`src/rtl/muldiv_pkg.sv`:
```
// Shared types and constants for the iterative RV32M multiply/divide unit.
package muldiv_pkg;

  localparam int XLEN       = 32;
  localparam int ITERATIONS = 32;

  typedef enum logic [2:0] {
    OP_MUL    = 3'b000,
    OP_MULH   = 3'b001,
    OP_MULHSU = 3'b010,
    OP_MULHU  = 3'b011,
    OP_DIV    = 3'b100,
    OP_DIVU   = 3'b101,
    OP_REM    = 3'b110,
    OP_REMU   = 3'b111
  } muldiv_op_e;

  typedef enum logic [1:0] {
    IDLE = 2'd0,
    CALC = 2'd1,
    DONE = 2'd2
  } muldiv_state_e;

  function automatic logic is_div_op(input muldiv_op_e op);
    return (op == OP_DIV) || (op == OP_DIVU) || (op == OP_REM) || (op == OP_REMU);
  endfunction

endpackage

```
`src/rtl/muldiv_unit.sv`:
```
// Iterative RV32M multiply/divide unit: one shift-add or restoring-divide step
// per cycle on a shared 64-bit accumulator, result delivered to the rd write port.
//
// state | meaning
// IDLE  | waiting for start; operands latched on accept
// CALC  | 32 iterations, then one sign-fix edge that loads result
// DONE  | one-cycle done / write pulse, start ignored
module muldiv_unit
  import muldiv_pkg::*;
(
  input  logic            clk,
  input  logic            reset,
  input  logic            start,
  input  logic [2:0]      funct3,
  input  logic [XLEN-1:0] operand_a,
  input  logic [XLEN-1:0] operand_b,
  input  logic [4:0]      rd_in,
  output logic            busy,
  output logic            done,
  output logic [XLEN-1:0] result,
  output logic            write_enable_rd,
  output logic [4:0]      address_rd
);

  muldiv_state_e   state, next_state;
  muldiv_op_e      op, op_in;
  logic [4:0]      count;
  logic            fixup;
  logic [63:0]     acc;
  logic [31:0]     opb;
  logic            neg_q, neg_r;

  logic            a_signed, b_signed, a_neg, b_neg;
  logic [31:0]     a_mag, b_mag;
  logic            div_zero, div_ovf, special;

  logic [32:0]     mul_sum;
  logic [63:0]     mul_next;
  logic [64:0]     div_shift;
  logic [32:0]     div_trial;
  logic [63:0]     div_next;
  logic [63:0]     prod;
  logic [31:0]     quot, rem;
  logic [31:0]     result_next;

  always_comb begin
    op_in    = muldiv_op_e'(funct3);
    a_signed = op_in inside {OP_MULH, OP_MULHSU, OP_DIV, OP_REM};
    b_signed = op_in inside {OP_MULH, OP_DIV, OP_REM};
    a_neg    = a_signed & operand_a[31];
    b_neg    = b_signed & operand_b[31];
    a_mag    = a_neg ? -operand_a : operand_a;
    b_mag    = b_neg ? -operand_b : operand_b;
    div_zero = is_div_op(op_in) && (operand_b == '0);
    div_ovf  = (op_in inside {OP_DIV, OP_REM}) &&
               (operand_a == 32'h8000_0000) && (operand_b == 32'hFFFF_FFFF);
    special  = div_zero || div_ovf;
  end

  // Multiply: a magnitude sits in the low half as multiplier, b is the multiplicand.
  // Divide: low half holds the dividend shifting into the partial remainder above it.
  always_comb begin
    mul_sum   = {1'b0, acc[63:32]} + (acc[0] ? {1'b0, opb} : 33'd0);
    mul_next  = {mul_sum, acc[31:1]};
    div_shift = {acc, 1'b0};
    div_trial = div_shift[64:32] - {1'b0, opb};
    div_next  = div_trial[32] ? div_shift[63:0]
                              : {div_trial[31:0], div_shift[31:1], 1'b1};
  end

  always_comb begin
    prod = neg_q ? -acc : acc;
    quot = neg_q ? -acc[31:0] : acc[31:0];
    rem  = neg_r ? -acc[63:32] : acc[63:32];
    result_next = '0;
    unique case (op)
      OP_MUL:                       result_next = prod[31:0];
      OP_MULH, OP_MULHSU, OP_MULHU: result_next = prod[63:32];
      OP_DIV, OP_DIVU:              result_next = quot;
      OP_REM, OP_REMU:              result_next = rem;
      default:                      result_next = '0;
    endcase
  end

  always_ff @(posedge clk or posedge reset) begin
    if (reset) state <= IDLE;
    else       state <= next_state;
  end

  always_comb begin
    next_state = state;
    unique case (state)
      IDLE:    if (start) next_state = CALC;
      CALC:    if (fixup) next_state = DONE;
      DONE:    next_state = IDLE;
      default: next_state = IDLE;
    endcase
  end

  always_ff @(posedge clk or posedge reset) begin
    if (reset) begin
      op         <= OP_MUL;
      count      <= '0;
      fixup      <= 1'b0;
      acc        <= '0;
      opb        <= '0;
      neg_q      <= 1'b0;
      neg_r      <= 1'b0;
      result     <= '0;
      address_rd <= '0;
    end else begin
      unique case (state)
        IDLE: if (start) begin
          op         <= op_in;
          address_rd <= rd_in;
          count      <= 5'(ITERATIONS - 1);
          opb        <= b_mag;
          // Special-case divides skip the iterations and go straight to the fix-up edge.
          fixup      <= special;
          if (div_zero) begin
            acc   <= {operand_a, 32'hFFFF_FFFF};
            neg_q <= 1'b0;
            neg_r <= 1'b0;
          end else if (div_ovf) begin
            acc   <= {32'h0, 32'h8000_0000};
            neg_q <= 1'b0;
            neg_r <= 1'b0;
          end else begin
            acc   <= {32'h0, a_mag};
            neg_q <= a_neg ^ b_neg;
            neg_r <= a_neg;
          end
        end
        CALC: begin
          if (fixup) begin
            result <= result_next;
            fixup  <= 1'b0;
          end else begin
            acc   <= is_div_op(op) ? div_next : mul_next;
            count <= count - 5'd1;
            if (count == 5'd0) fixup <= 1'b1;
          end
        end
        default: ;
      endcase
    end
  end

  assign busy            = (state == CALC);
  assign done            = (state == DONE);
  assign write_enable_rd = done && (address_rd != 5'd0);

endmodule
```
`config.mk`:
```
export PLATFORM = sky130hd
export DESIGN_NAME = muldiv_unit
export DESIGN_NICKNAME = d
export VERILOG_FILES = /design/src/rtl/muldiv_pkg.sv /design/src/rtl/muldiv_unit.sv
export SDC_FILE = /design/constraint.sdc
export NUM_CORES = 1
export LEC_CHECK = 0
export CAP_MARGIN = 10
export CORE_UTILIZATION = 50
export CTS_CLUSTER_SIZE = 12
export DETAILED_ROUTE_END_ITERATION = 16
export GPL_TIMING_DRIVEN = 0
export PLACE_DENSITY = 0.7
export SLEW_MARGIN = 20
export SYNTH_ARGS = -nofsm -noshare
export SYNTH_HDL_FRONTEND = slang
export SYNTH_SLANG_ARGS = --single-unit
export TNS_END_PERCENT = 30
```
`constraint.sdc`:
```
create_clock -name clk -period 6.55 [get_ports clk]
set_input_delay 1.31 -clock clk [delete_from_list [all_inputs] [get_ports clk]]
set_output_delay 1.31 -clock clk [all_outputs]
set_load 0.02 [all_outputs]
```
==> results.cfg <==
[timing]
hold_viol = 0
rsz0062_at_grt = false
setup_violations = 0
worst_pin_slew_ns = 1.23
clock_skew_ns = 0.0117
min_period_ns = 5.39
fin_crit_sh = 0.822
finalMaxSlewViolations = 0
relSlewSlack = 0.174
max_freq_mhz = 186

[clock_network]
cts_tree = done
cts.path.max_buffers = 2
post_cts_buffers = 0
numCtsBuffers = 17
hold_buffers = 0
cts_sinks = 146
htree_levels = 4
cts_root_buf = clkbuf_16
clk_pin_slew_ns = 0.06
cts_resized = 0
clock_latency_ns = 0.45

[routing]
drtIter0Drc = 1765
post-route-drc-count = 0
drt_first_pass_iters = 12
vias = 15500
wl_um = 58400
routedWlPerCell_um = 24.4
ant_nets = 0
routed_via_density = 6.49

[global_routing]
grt_pass1_wl_um = 87200
antenna_found_initial = 0
first_global_vias = 14600
grt_overflow = 0
track_usage = 0.403
grt_max_degree = 80

[setup_path]
arrival_ns = 5.63
cp.required_ns = 6.80
crit_fanout = 10
cp-end-kind = register
startpoint_type = register
crit_type = reg -> reg

[place]
hpwl_um = 45700
placed_cells = 2363
port_buffers = 114
routabilityCongestion = 1.06

[synth]
synth_enable_flop_cells = 0
synth_cells = 1869
syn_area_um2 = 14200
yosysWarnings = 0
syn_nets = 2017
ys_async_sr_fraction = 1.00
yosysSeqAreaShare = 0.257
ys_ff_latch = 146
yosysUniqueCellTypes = 83
syn_avg_cell_area_um2 = 7.60
synthFlopType = dfrtp_1

[finish]
layout.nets = 2152
area_delta_synth_final_pct = 16.5
multiInputGateArea_um2 = 9810
ff_latch_area_um2 = 3650
final_common_cell = nand2_1
layout_common_cells = nand2_1 (204), a21oi_1 (196), o21ai_0 (180), nor2_1 (154), dfrtp_1 (146)
n_fill_cell = 2580
final_cells = 2395
diodes = 0
fin_util = 0.594
layout-drive-gt1-share = 0.0367

[job]
max_cap_viol_count = 0

[power]
vdd_drop_max_mv = 0.362
power.leakage_uw = 0.00657
p_per_area_nw_per_um2 = 659

[floorplan]
die_y_um = 171
start_util = 0.510
core_area_um2 = 27900
dieArea_um2 = 29100
die_x_um = 171
ios = 115
row_count = 61

[run_status]
status = finished, final reports clean

[min_path]
hp-class = reg -> reg
-- layer usage --
metal	part of all wire	track usage
met1	0.39	0.498
met2	0.45	0.649
met3	0.086	0.0557
met4	0.070	0.284
met5	0	0
-- cells by family after synthesis --
group                      synth area share
AOI/OAI and AO/OA                     0.275
and+or+nand+nor                       0.198
xor gates and xnor gates              0.115
buffers and inverters                0.0528
DFF                                   0.257
adders and majority gates            0.0654
muxes                                0.0366
-- through the flow --
step                      instance area [µm²]  power (µW)  setup slack, ns  hold WS [ns]  setup TNS (ns)
after detailed placement                15900        9420             1.37         0.467               0
after global routing                    16500       11500             1.20         0.495               0
final                                   16500       10900             1.16         0.474               0
after floorplan                         14200        7060             1.32         0.450               0
after CTS                               16500       10600             1.44         0.481               0
after global placement                  15800        9340           -0.870         0.460         -123.55
-- Yosys cell counts (37+ instances only) --
cell type / instances / area share
a21oi_1: 196 / 0.069
nand2_1: 204 / 0.054
xnor2_1: 107 / 0.066
nor3_1: 37 / 0.013
clkbuf_1: 97 / 0.026
nor2_1: 154 / 0.041
mux2i_1: 44 / 0.031
ha_1: 71 / 0.063
xor2_1: 79 / 0.049
inv_1: 67 / 0.018
o21ai_0: 180 / 0.063
dfrtp_1: 146 / 0.26
-- worst max-delay path, stage by stage (launching register included) --
cell      delay (ns)
dfrtp_1         0.51
inv_1           0.16
ha_1            0.29
fa_1            0.41
nand2b_1        0.19
a21oi_1         0.38
o41ai_1         0.29
a211o_1         0.38
a31oi_1         0.87
and2_1          0.23
clkbuf_1        0.29
buf_1           0.67
a21oi_1         0.16
a21oi_1         0.16
o21ai_0         0.18
-- layout make-up --
| type | instances | area share |
|---|---|---|
| inverters | 69 | 0.0161 |
| clock inverters | 14 | 0.0142 |
| multi-input cells | 1537 | 0.593 |
| plain buffers | 117 | 0.0296 |
| repair buffers | 116 | 0.0709 |
| well taps | 378 | 0.0286 |
| flip-flops and latches | 146 | 0.221 |
| clock buffers | 18 | 0.0265 |
-- state kept, by name (all words and copies together), names as in the netlist --
signal / count
address_rd: 5
fixup: 1
state: 2
acc: 64
result: 32
neg_r: 1
count: 5
op: 3
opb: 32
neg_q: 1
-- worst paths after layout --
check / slack, ns / startpoint / depth (start not counted) / to
max: 1.16 / acc[31] / 14 / acc[33]
min: 0.47 / result[23] / 2 / result[23]
max reg2reg: 1.16 / acc[31] / 14 / acc[33]
min reg2reg: 0.47 / result[23] / 2 / result[23]
max in group asynchronous: 4.42 / reset / 3 / acc[38]
min in group asynchronous: 1.31 / reset / 2 / result[4]
-- where the power goes --
| part | internal [µW] | switching (µW) | total (µW) |
|---|---|---|---|
| Combinational | 2970 | 4850 | 7820 |
| Clock | 723 | 437 | 1160 |
| Sequential | 1380 | 536 | 1910 |
Note: power is estimated with default switching activity, not from simulation.
